--- config.mk ---
export PLATFORM = sky130hd
export DESIGN_NAME = cla_adder_pipe_flat
export DESIGN_NICKNAME = d
export VERILOG_FILES = /design/src/rtl/cla_pkg.sv /design/src/rtl/cla_adder_pipe_if.sv /design/src/rtl/cla_group.sv /design/src/rtl/cla_adder_pipe.sv /design/src/flat_wrapper.sv
export SDC_FILE = /design/constraint.sdc
export NUM_CORES = 1
export LEC_CHECK = 0
export CAP_MARGIN = 25
export CORE_MARGIN = 2
export CORE_UTILIZATION = 50
export DETAILED_ROUTE_END_ITERATION = 7
export DONT_BUFFER_PORTS = 1
export GPL_TIMING_DRIVEN = 0
export HOLD_SLACK_MARGIN = 0.06
export PLACE_DENSITY_LB_ADDON = 0.15
export SLEW_MARGIN = 20
export SYNTH_ARGS = -nofsm -noshare
export SYNTH_HDL_FRONTEND = slang
export SYNTH_SLANG_ARGS = --single-unit
export TNS_END_PERCENT = 20
--- constraint.sdc ---
create_clock -name clk -period 2.5 [get_ports clk]
set_clock_uncertainty 0.1 [all_clocks]
set_input_delay 0.375 -clock clk [delete_from_list [all_inputs] [get_ports clk]]
set_output_delay 0.375 -clock clk [all_outputs]
set_load 0.1 [all_outputs]
--- src/rtl/cla_pkg.sv ---
// rtl/cla_pkg.sv - shared lookahead helpers and sizing for the pipelined CLA adder
package cla_pkg;

  localparam int GRP_MAX = 32;

  typedef struct packed {
    logic [GRP_MAX-1:0] s;
    logic               cout;
  } grp_res_t;

  function automatic int calc_ng(input int width, input int grp);
    return width / grp;
  endfunction

  function automatic bit width_ok(input int width, input int grp);
    return (grp > 0) && (grp <= GRP_MAX) && (width >= grp) && ((width % grp) == 0);
  endfunction

  // Each carry is a flat sum of products over G/P terms and cin,
  // so no carry depends on a previously computed carry.
  function automatic grp_res_t cla_lookahead(input logic [GRP_MAX-1:0] a,
                                             input logic [GRP_MAX-1:0] b,
                                             input logic               cin,
                                             input int                 grp);
    grp_res_t             res;
    logic [GRP_MAX-1:0]   p;
    logic [GRP_MAX-1:0]   g;
    logic [GRP_MAX:0]     c;
    logic                 pp;
    p    = a ^ b;
    g    = a & b;
    c    = '0;
    c[0] = cin;
    pp   = 1'b0;
    for (int i = 0; i < GRP_MAX; i++) begin
      if (i < grp) begin
        c[i+1] = g[i];
        pp     = p[i];
        for (int j = i - 1; j >= 0; j--) begin
          c[i+1] = c[i+1] | (pp & g[j]);
          pp     = pp & p[j];
        end
        c[i+1] = c[i+1] | (pp & cin);
      end
    end
    res.s    = p ^ c[GRP_MAX-1:0];
    res.cout = c[grp];
    return res;
  endfunction

endpackage

--- src/rtl/cla_adder_pipe_if.sv ---
// rtl/cla_adder_pipe_if.sv - operand/result handshake bundle for cla_adder_pipe
interface cla_adder_pipe_if #(
  parameter int WIDTH = 16
);
  logic             in_valid;
  logic             in_ready;
  logic [WIDTH-1:0] A;
  logic [WIDTH-1:0] B;
  logic             C0;
  logic             sub;
  logic             out_valid;
  logic             out_ready;
  logic [WIDTH-1:0] F;
  logic             C4;
  logic             V;
  logic             Z;

  modport master (
    output in_valid, A, B, C0, sub, out_ready,
    input  in_ready, out_valid, F, C4, V, Z
  );

  modport slave (
    input  in_valid, A, B, C0, sub, out_ready,
    output in_ready, out_valid, F, C4, V, Z
  );
endinterface

--- src/rtl/cla_group.sv ---
// rtl/cla_group.sv - combinational GRP-bit carry-lookahead group
module cla_group
  import cla_pkg::*;
#(
  parameter int GRP = 4
) (
  input  logic [GRP-1:0] A,
  input  logic [GRP-1:0] B,
  input  logic           cin,
  output logic [GRP-1:0] S,
  output logic           cout
);

  grp_res_t res;

  always_comb begin
    res  = cla_lookahead(GRP_MAX'(A), GRP_MAX'(B), cin, GRP);
    S    = res.s[GRP-1:0];
    cout = res.cout;
  end

endmodule

--- src/rtl/cla_adder_pipe.sv ---
// rtl/cla_adder_pipe.sv - pipelined carry-lookahead adder/subtractor, one group per stage
module cla_adder_pipe
  import cla_pkg::*;
#(
  parameter int WIDTH = 16,
  parameter int GRP   = 4
) (
  input logic              clk,
  input logic              rst_n,
  cla_adder_pipe_if.slave  bus
);

  localparam int NG = calc_ng(WIDTH, GRP);
  localparam logic [WIDTH-1:0] GRP_MASK = WIDTH'({GRP{1'b1}});

  if (!width_ok(WIDTH, GRP)) begin : g_bad_width
    $error("cla_adder_pipe: WIDTH must be a non-zero multiple of GRP");
  end

  logic             adv;
  logic [WIDTH-1:0] bm;
  logic             cin;
  logic             c_msb;

  logic             valid_q [NG];
  logic [WIDTH-1:0] sum_q   [NG];
  logic [WIDTH-1:0] a_q     [NG];
  logic [WIDTH-1:0] bm_q    [NG];
  logic             c_q     [NG];
  logic             v_q;
  logic             z_q;

  logic             stg_v    [NG];
  logic [WIDTH-1:0] stg_a    [NG];
  logic [WIDTH-1:0] stg_bm   [NG];
  logic [WIDTH-1:0] stg_s    [NG];
  logic             stg_c    [NG];
  logic [WIDTH-1:0] next_sum [NG];
  logic [GRP-1:0]   grp_s    [NG];
  logic             grp_cout [NG];

  // One global enable: the whole pipe freezes only when the result is stuck.
  assign adv = ~valid_q[NG-1] | bus.out_ready;
  assign bm  = bus.sub ? ~bus.B : bus.B;
  assign cin = bus.sub | bus.C0;

  for (genvar k = 0; k < NG; k++) begin : g_stage
    if (k == 0) begin : g_first
      assign stg_v[k]  = bus.in_valid;
      assign stg_a[k]  = bus.A;
      assign stg_bm[k] = bm;
      assign stg_c[k]  = cin;
      assign stg_s[k]  = '0;
    end else begin : g_next
      assign stg_v[k]  = valid_q[k-1];
      assign stg_a[k]  = a_q[k-1];
      assign stg_bm[k] = bm_q[k-1];
      assign stg_c[k]  = c_q[k-1];
      assign stg_s[k]  = sum_q[k-1];
    end

    cla_group #(.GRP(GRP)) u_group (
      .A    (stg_a[k][k*GRP +: GRP]),
      .B    (stg_bm[k][k*GRP +: GRP]),
      .cin  (stg_c[k]),
      .S    (grp_s[k]),
      .cout (grp_cout[k])
    );

    assign next_sum[k] = (stg_s[k] & ~(GRP_MASK << (k*GRP))) |
                         (WIDTH'(grp_s[k]) << (k*GRP));
  end

  // Carry into the MSB recovered from its sum bit: c = S ^ P.
  assign c_msb = grp_s[NG-1][GRP-1] ^ stg_a[NG-1][WIDTH-1] ^ stg_bm[NG-1][WIDTH-1];

  always_ff @(posedge clk) begin
    if (!rst_n) begin
      for (int k = 0; k < NG; k++) begin
        valid_q[k] <= 1'b0;
        sum_q[k]   <= '0;
        a_q[k]     <= '0;
        bm_q[k]    <= '0;
        c_q[k]     <= 1'b0;
      end
      v_q <= 1'b0;
      z_q <= 1'b0;
    end else if (adv) begin
      for (int k = 0; k < NG; k++) begin
        valid_q[k] <= stg_v[k];
        if (stg_v[k]) begin
          sum_q[k] <= next_sum[k];
          a_q[k]   <= stg_a[k];
          bm_q[k]  <= stg_bm[k];
          c_q[k]   <= grp_cout[k];
        end
      end
      if (stg_v[NG-1]) begin
        v_q <= c_msb ^ grp_cout[NG-1];
        z_q <= ~|next_sum[NG-1];
      end
    end
  end

  assign bus.in_ready  = adv;
  assign bus.out_valid = valid_q[NG-1];
  assign bus.F         = sum_q[NG-1];
  assign bus.C4        = c_q[NG-1];
  assign bus.V         = v_q;
  assign bus.Z         = z_q;

endmodule

--- src/flat_wrapper.sv ---
// flat-port wrapper written by rule: the top's interface ports become plain ports
module cla_adder_pipe_flat import cla_pkg::*;
#(
  parameter int WIDTH = 16,
  parameter int GRP   = 4
)
  (clk, rst_n, bus_in_valid, bus_A, bus_B, bus_C0, bus_sub, bus_out_ready, bus_in_ready, bus_out_valid, bus_F, bus_C4, bus_V, bus_Z);
  cla_adder_pipe_if #(.WIDTH(WIDTH)) bus_i ();
  input logic clk;
  input logic rst_n;
  input wire logic [$bits(bus_i.in_valid)-1:0] bus_in_valid;
  input wire logic [$bits(bus_i.A)-1:0] bus_A;
  input wire logic [$bits(bus_i.B)-1:0] bus_B;
  input wire logic [$bits(bus_i.C0)-1:0] bus_C0;
  input wire logic [$bits(bus_i.sub)-1:0] bus_sub;
  input wire logic [$bits(bus_i.out_ready)-1:0] bus_out_ready;
  output wire logic [$bits(bus_i.in_ready)-1:0] bus_in_ready;
  output wire logic [$bits(bus_i.out_valid)-1:0] bus_out_valid;
  output wire logic [$bits(bus_i.F)-1:0] bus_F;
  output wire logic [$bits(bus_i.C4)-1:0] bus_C4;
  output wire logic [$bits(bus_i.V)-1:0] bus_V;
  output wire logic [$bits(bus_i.Z)-1:0] bus_Z;
  assign bus_i.in_valid = bus_in_valid;
  assign bus_i.A = bus_A;
  assign bus_i.B = bus_B;
  assign bus_i.C0 = bus_C0;
  assign bus_i.sub = bus_sub;
  assign bus_i.out_ready = bus_out_ready;
  assign bus_in_ready = bus_i.in_ready;
  assign bus_out_valid = bus_i.out_valid;
  assign bus_F = bus_i.F;
  assign bus_C4 = bus_i.C4;
  assign bus_V = bus_i.V;
  assign bus_Z = bus_i.Z;
  cla_adder_pipe #(.WIDTH(WIDTH), .GRP(GRP)) u_core (.clk(clk), .rst_n(rst_n), .bus(bus_i));
endmodule
---- Word level (Yosys, flattened, before mapping) ----
Memories as Yosys holds them, arrays and structs flattened.
Index checks and enable logic that the tools add are counted.
word-level totals
  bits in registers ....................... 2
  RAM bits ................................ 200
  input port bits ......................... 38
  output and inout port bits .............. 21
  logic and storage cells ................. 197
  memories ................................ 5
memory list
  memory          words  bits a word  read ports  clocked after Yosys merged registers in  write ports  RTL line              text
  u_core.a_q      4      16           3           0                                        4            cla_adder_pipe.sv:27  logic [WIDTH-1:0] a_q [NG];
  u_core.bm_q     4      16           3           0                                        4            cla_adder_pipe.sv:28  logic [WIDTH-1:0] bm_q [NG];
  u_core.sum_q    4      16           4           0                                        4            cla_adder_pipe.sv:26  logic [WIDTH-1:0] sum_q [NG];
  u_core.c_q      4      1            4           0                                        4            cla_adder_pipe.sv:29  logic c_q [NG];
  u_core.valid_q  4      1            4           0                                        4            cla_adder_pipe.sv:25  logic valid_q [NG];
operators by class
  muxes and demuxes ....................... 41
  bitwise operators ....................... 146
  reductions and logical operators ........ 3
operator list
  kind               count
  $mux W16           13
  $and A1 B1 Y1      64
  $or A1 B1 Y1       62
  $xor A4 B4 Y4      8
  $mux W1            28
  $and A4 B4 Y4      4
  $not A16 Y16       1
  $or A12 B16 Y16    1
  $or A16 B12 Y16    1
  $or A16 B8 Y16     1
  $reduce_or A16 Y1  1
  $xor A1 B1 Y1      3
  $reduce_and A2 Y1  1
  $logic_not A1 Y1   1
  $not A1 Y1         1

---- Longest topological paths before layout ----
Gate-level depths: netlist (run 1).
An unclocked memory read counts as a cell.
  word-level depth ........................ 10
  gate-level depth with buffers ........... 8
  mapped depth without buffers ............ 7

---- By module ----
Synthesis (run 1) repeated with hierarchy kept, for this count alone.
second synthesis, totals
  cell total of the unflattened synthesis .. 308
  area total of the unflattened synthesis .. 4439.3 sq um
modules (own cells, without submodules)
  module          times used  cells each  area each (sq um)  seq. area each (sq um)
  cla_adder_pipe  1           256         3908.7             2862.7
  cla_group       4           13          132.6              0.0

---- Worst setup path before layout (run 1) ----
No wires, ideal clock.
  path kind ............................... reg-to-reg
  start point ............................. memory u_core.valid_q[3]
  end point ............................... memory u_core.a_q[2][12], in the netlist u_core.a_q[0][44], enable pin
  setup time .............................. 0.427 ns
  data arrival time ....................... 2.572 ns
  data required time ...................... 1.973 ns
  path slack .............................. -0.599 ns
  stages on the path, launching flop included .. 3
  buffers on the path ..................... 0
  clock period less this slack ............ 3.099 ns
  cell sequence ........................... edfxtp_1 > nor2b_4 > o21ai_0
RTL lines
  item             RTL line
  start, declared  cla_adder_pipe.sv:25
  end, declared    cla_adder_pipe.sv:27

==> impl_metrics.yaml, run 1 <==
run_status:
  outcome: "complete, no violations"
floorplanning:
  die-area_um2: 9580
  io_pins: 59
  core_area_um2: 8640
  rows: 34
  die_h_um: 97.9
  die_w_um: 97.9
  start_util: 0.510
critical_path:
  cp-start-kind: "register"
  critPathKind: "register to register"
  crit_slowest_cell: "edfxtp_1"
  max_stage_delay_ns: 0.96
  r2r_setup_slack_ns: 0.07
  path_max_fanout: 10
  worstPathArrival_ns: 2.44
  required_ns: 2.50
  cp_cell_sequence: "nor2b_4 > inv_2 > buf_12 > and3_1 > clkbuf_2 > and2_1"
  crit_path_end_kind: "register"
synthesis:
  yosys.area_share.simple: 0.164
  ys_ff_latch: 98
  synth_top_family_by_area: "simple AND/OR/NAND/NOR gates"
  synthArstFlopShare: 0
  dominantRegCellSynth: "edfxtp_1"
  synthesis.area_um2: 4410
  synth_xor_area_frac: 0.0576
  ys_types: 40
  ys_warn_count: 0
  synthCells: 330
  synth_fp_nets: 388
  synth_mux_area_frac: 0.00256
  synth.avg_cell_area_um2: 13.4
  synth-compound-area-share: 0.0363
  synth.yosys.seq_area_share: 0.650
  synth-edff-count: 90
  synthAdderAreaFrac: 0.0636
power:
  p_total_mw: 3.40
  p_per_area_nw_per_um2: 705
  p_leak_nw: 1.87
  vdd_drop_max_mv: 0.386
final_layout:
  fin_util: 0.558
  fill_cells: 729
  drive_gt1_frac: 0.118
  stdcell_count: 456
  syn_to_final_growth_pct: 9.43
  fin_area_um2: 4820
  antenna_cells: 0
  nNetsFinal: 401
detailed_routing:
  dr.first_iter.drc_count: 56
  drt_first_pass_iters: 6
  vias_per_cell: 4.86
  ant_nets: 0
  via_count: 2214
  wl_per_cell_um: 13.4
  drc: 0
  routed_wl_mm: 6.09
placement:
  hpwl_mm: 4.52
  gp_congestion: 0.717
  portBuffers: 0
  place_area_um2: 4560
  place_inst: 439
clock_tree:
  clkSlewWorstSetupHoldPaths_ns: 0.10
  clock-sinks: 98
  cts_tree: "built"
  cts-root-buf: "clkbuf_8"
  cts_inserted_buffers: 9
  worstSkewPairLatency_ns: 0.35
  clockBufferDepth: 2
  htreeDepth: 3
timing:
  period_share: 0.974
  finalSetupViolCount: 0
  period_needed_ns: 2.43
  max_clock_freq_mhz: 411
  max_slew_margin: 0.353
  rsz0062_at_grt: "no"
  slew_viol_final: 0
  worst_pin_slew_ns: 0.970
  hold_viol: 0
hold_path:
  min_path_type: "input port to register"
global_routing:
  grt_overflow: 0
  grt_max_degree: 30
  grt_pass1_vias: 2204
  grt_use_total: 0.137
  antenna_found_initial: 0
  grt_pass1_wl_mm: 10.4
flow_run:
  maxCapViolations: 0
[cell usage after synthesis (4+ instances only)]
cell	n	share of area
xnor2_1	20	0.040
xor2_1	9	0.018
and2_1	59	0.084
edfxtp_1	90	0.61
nand3_1	8	0.0091
nor2_1	34	0.029
a21oi_1	7	0.0079
buf_2	6	0.0068
fa_1	4	0.018
ha_1	16	0.045
dfxtp_1	8	0.036
inv_1	16	0.014
nand2_1	12	0.010
o21ai_0	4	0.0045
[final cells by class]
cell class                      count  area, µm²  share of cell area
Timing Repair Buffer                2       18.8             0.00389
Inverter                           17       63.8              0.0132
Buffer                             10       70.1              0.0145
Multi-Input combinational cell    205       1460               0.302
Clock buffer                        9        124              0.0257
Clock inverter                      7       92.6              0.0192
Tap cell                          108        135              0.0280
Sequential cell                    98       2860               0.594
[timing repair]
action / in CTS / in global routing
setup buffers: 1 / 0
resized for setup: 9 / 6
endpoints found under the setup margin: 123 / 59
hold buffers: 0 / 0
[kinds of logic (layout without fill, tap and decap cells)]
family                     Yosys count  in the layout
AOI/OAI and AO/OA                   26             26
and+or+nand+nor                    129            129
adders and majority gates           20             20
buffers and inverters               27             45
xor gates and xnor gates            29             29
DFF                                 98             98
muxes                                1              1
[worst paths after layout]
| path | from | to | depth (start not counted) |
|---|---|---|---|
| setup reg to reg | u_core.valid_q[3] | u_core.sum_q[0][19] | 6 |
| setup / recovery | u_core.valid_q[3] | u_core.sum_q[0][19] | 6 |
| hold reg to reg | u_core.valid_q[0] | u_core.valid_q[0] | 2 |
| hold / removal | bus_A[8] | u_core.a_q[0][8] | 1 |
[worst max-delay path, delay by kind of cell, from the launching register on]
kind | cells | cell delay, ns
simple gates | 3 | 0.72
flops | 1 | 0.96
buf+inv | 3 | 0.41
[cells in the final DEF (no fill, tap or decap), drive strengths merged, types with 3 or more instances in the layout]
cell	count
buf	11
and2	60
inv	18
dfxtp	8
o22ai	3
edfxtp	90
clkinv	3
nor2	34
clkbuf	10
and3	3
ha	16
o21ai	6
xnor2	20
a21oi	7
nand2	12
fa	4
xor2	9
nand3	10
[metrics by stage]
stage | worst slack [ns] | hold slack, ns | TNS [ns]
floorplan | -0.123 | 0.370 | -4.99
global placement | -0.502 | 0.390 | -34.14
detailed placement | -0.599 | 0.401 | -32.01
CTS | 0.0230 | 0.0976 | 0
global route | 0.00109 | 0.0966 | 0
finish | 0.0655 | 0.113 | 0
[sequential cells by signal (all words and copies together) (netlist names)]
name	cells
u_core.bus.V	1
u_core.sum_q	40
u_core.valid_q	4
u_core.a_q	24
u_core.bm_q	24
u_core.bus.Z	1
u_core.c_q	4
[per-layer routing]
layer | wire length, µm | global-route usage | vias to the layer above
li1 | - | - | 1170
met1 | 2850 | 0.176 | 973
met2 | 2840 | 0.216 | 64
met3 | 303 | 0.0372 | 7
met4 | 95 | 0.0652 | 0
met5 | 0 | 0 | -
[where the power goes]
part,internal [mW],switching [mW],leakage (nW)
logic,0.116,0.158,0.733
clock network,0.562,0.533,0.105
registers,1.90,0.135,1.03
total,2.57,0.826,1.87
No activity file was read; power rests on OpenSTA's default activity.
==> run 2, diff against run 1 <==
--- a/config.mk
+++ b/config.mk
@@ -6,6 +6,7 @@
 export NUM_CORES = 1
 export LEC_CHECK = 0
 export CAP_MARGIN = 25
+export CORE_ASPECT_RATIO = 1.1
 export CORE_MARGIN = 2
 export CORE_UTILIZATION = 50
 export DETAILED_ROUTE_END_ITERATION = 7
@@ -13,7 +14,6 @@
 export GPL_TIMING_DRIVEN = 0
 export HOLD_SLACK_MARGIN = 0.06
 export PLACE_DENSITY_LB_ADDON = 0.15
-export SLEW_MARGIN = 20
 export SYNTH_ARGS = -nofsm -noshare
 export SYNTH_HDL_FRONTEND = slang
 export SYNTH_SLANG_ARGS = --single-unit
==> constraint.sdc (replaced) <==
create_clock -name clk -period 2.6 [get_ports clk]
set_clock_uncertainty 0.1 [all_clocks]
set_input_delay 0.39 -clock clk [delete_from_list [all_inputs] [get_ports clk]]
set_output_delay 0.39 -clock clk [all_outputs]
set_load 0.1 [all_outputs]
==> impl_metrics.yaml, run 2 (synthesized netlist as in run 1, its figures left out) <==
global_routing:
  grt_max_degree: 26
  grt_pass1_vias: 2125
  grt_use_total: 0.136
  grt_overflow: 0
  antenna_found_initial: 0
  grt_pass1_wl_mm: 9.80
detailed_routing:
  vias_per_cell: 4.83
  drt_first_pass_iters: 4
  drc: 0
  ant_nets: 0
  wl_per_cell_um: 12.5
  routed_wl_mm: 5.72
  via_count: 2218
  dr.first_iter.drc_count: 70
placement:
  hpwl_mm: 4.37
  place_ws_ns: -0.428
  portBuffers: 0
  gp_congestion: 0.766
timing:
  hold_viol: 0
  slew_viol_final: 0
  max_slew_margin: 0.349
  worst_pin_slew_ns: 0.975
  period_share: 0.962
  max_clock_freq_mhz: 400
  rsz0062_at_grt: "no"
  fin_ws_ns: 0.0985
  hold_slack_ns: 0.133
  finalSetupViolCount: 0
  period_needed_ns: 2.50
clock_tree:
  cts_inserted_buffers: 9
  clock-sinks: 98
  clockBufferDepth: 2
  hold_buffers: 0
  htreeDepth: 3
  clkSlewWorstSetupHoldPaths_ns: 0.09
  worstSkewPairLatency_ns: 0.34
  cts-root-buf: "clkbuf_8"
  cts_tree: "built"
final_layout:
  top_regs: "u_core.sum_q (40), u_core.a_q (24), u_core.bm_q (24)"
  drive_gt1_frac: 0.118
  regMostFlops: "u_core.sum_q"
  layout_common_cells: "edfxtp_1, and2_1, nor2_1"
  largest_reg_flops: 40
  fill_cells: 698
  final_common_cell: "edfxtp_1"
  nNetsFinal: 401
  fin_util: 0.565
  antenna_cells: 0
  syn_to_final_growth_pct: 8.40
power:
  p_per_area_nw_per_um2: 660
  p_leak_nw: 1.85
  p_total_mw: 3.15
  vdd_drop_max_mv: 0.370
critical_path:
  worstPathArrival_ns: 2.50
  required_ns: 2.60
  r2r_setup_slack_ns: 0.1
  critPathKind: "register to register"
  cp-start-kind: "register"
  path_max_fanout: 10
  crit_path_end_kind: "register"
floorplanning:
  rows: 35
  core_area_um2: 8450
  io_pins: 59
  start_util: 0.521
  die_w_um: 93.5
  die-area_um2: 9580
  die_h_um: 102
flow_run:
  maxCapViolations: 0
run_status:
  outcome: "complete, no violations"
hold_path:
  min_path_type: "input port to register"
[run 2: cell count changes in the layout (fill, tap and decap cells not counted)]
cell / before / now
buf_4: 3 / 1
clkbuf_2: 1 / 2
buf_12: 1 / 0
clkinv_2: 0 / 2
bufinv_16: 2 / 1
and3_1: 1 / 2
buf_8: 0 / 1
nand2_4: 2 / 0
buf_2: 6 / 7
and3_4: 2 / 1
nand2_2: 0 / 2
clkinv_1: 2 / 1
[run 2: final timing paths]
kind / from / end / depth (start not counted)
worst max-delay path: u_core.valid_q[3] / u_core.a_q[0][11] / 6
worst min-delay path: bus_A[8] / u_core.a_q[0][8] / 1
worst max register to register: u_core.valid_q[3] / u_core.a_q[0][11] / 6
worst min register to register: u_core.a_q[0][30] / u_core.a_q[0][46] / 1
[run 2: cell type report]
class,instances,area [µm²],share of cell area
buffer,10,56.3,0.0118
sequential,98,2860,0.599
timing repair buffer,2,22.5,0.00471
clock inverter,7,68.8,0.0144
tap,111,139,0.0291
multi-input combinational,205,1440,0.301
inverter,17,63.8,0.0134
clock buffer,9,124,0.0259
[run 2: stage by stage]
step	cells	area [µm²]	TNS, ns
after global placement	441	4550	-32.29
after floorplan	330	4410	-3.81
after CTS	459	4770	0
after detailed placement	442	4560	-19.90
after global routing	459	4780	0
final	459	4780	0
[run 2: power by group]
part	switching (mW)	internal, mW
clock	0.500	0.443
combinational	0.147	0.110
sequential	0.129	1.82
[run 2: critical path, stage by stage (launching register included)]
cell and delay (ns):
edfxtp_1 0.96, nor2b_4 0.33, inv_2 0.07, buf_6 0.20, and3_1 0.24, buf_2 0.18
and2_1 0.17
[run 2: what timing repair did]
action | in CTS | in global routing
setup endpoints to repair | 111 | 24
setup buffers | 1 | 0
resized for setup | 5 | 2
hold endpoints to repair | 0 | 0
[run 2: metal layers]
metal | vias to the layer above | wire length (µm) | track usage
li1 | 1168 | - | -
met1 | 980 | 2580 | 0.166
met2 | 61 | 2750 | 0.219
met3 | 9 | 271 | 0.0354
met4 | 0 | 117 | 0.0826
met5 | - | 0 | 0
==> run 3, diff against run 2 <==
--- a/config.mk
+++ b/config.mk
@@ -5,6 +5,7 @@
 export SDC_FILE = /design/constraint.sdc
 export NUM_CORES = 1
 export LEC_CHECK = 0
+export ABC_CLOCK_PERIOD_IN_PS = 2600
 export CAP_MARGIN = 25
 export CORE_ASPECT_RATIO = 1.1
 export CORE_MARGIN = 2
==> results of run 3 <==
No change in the layout: final DEF, timing and power equal those of run 2.
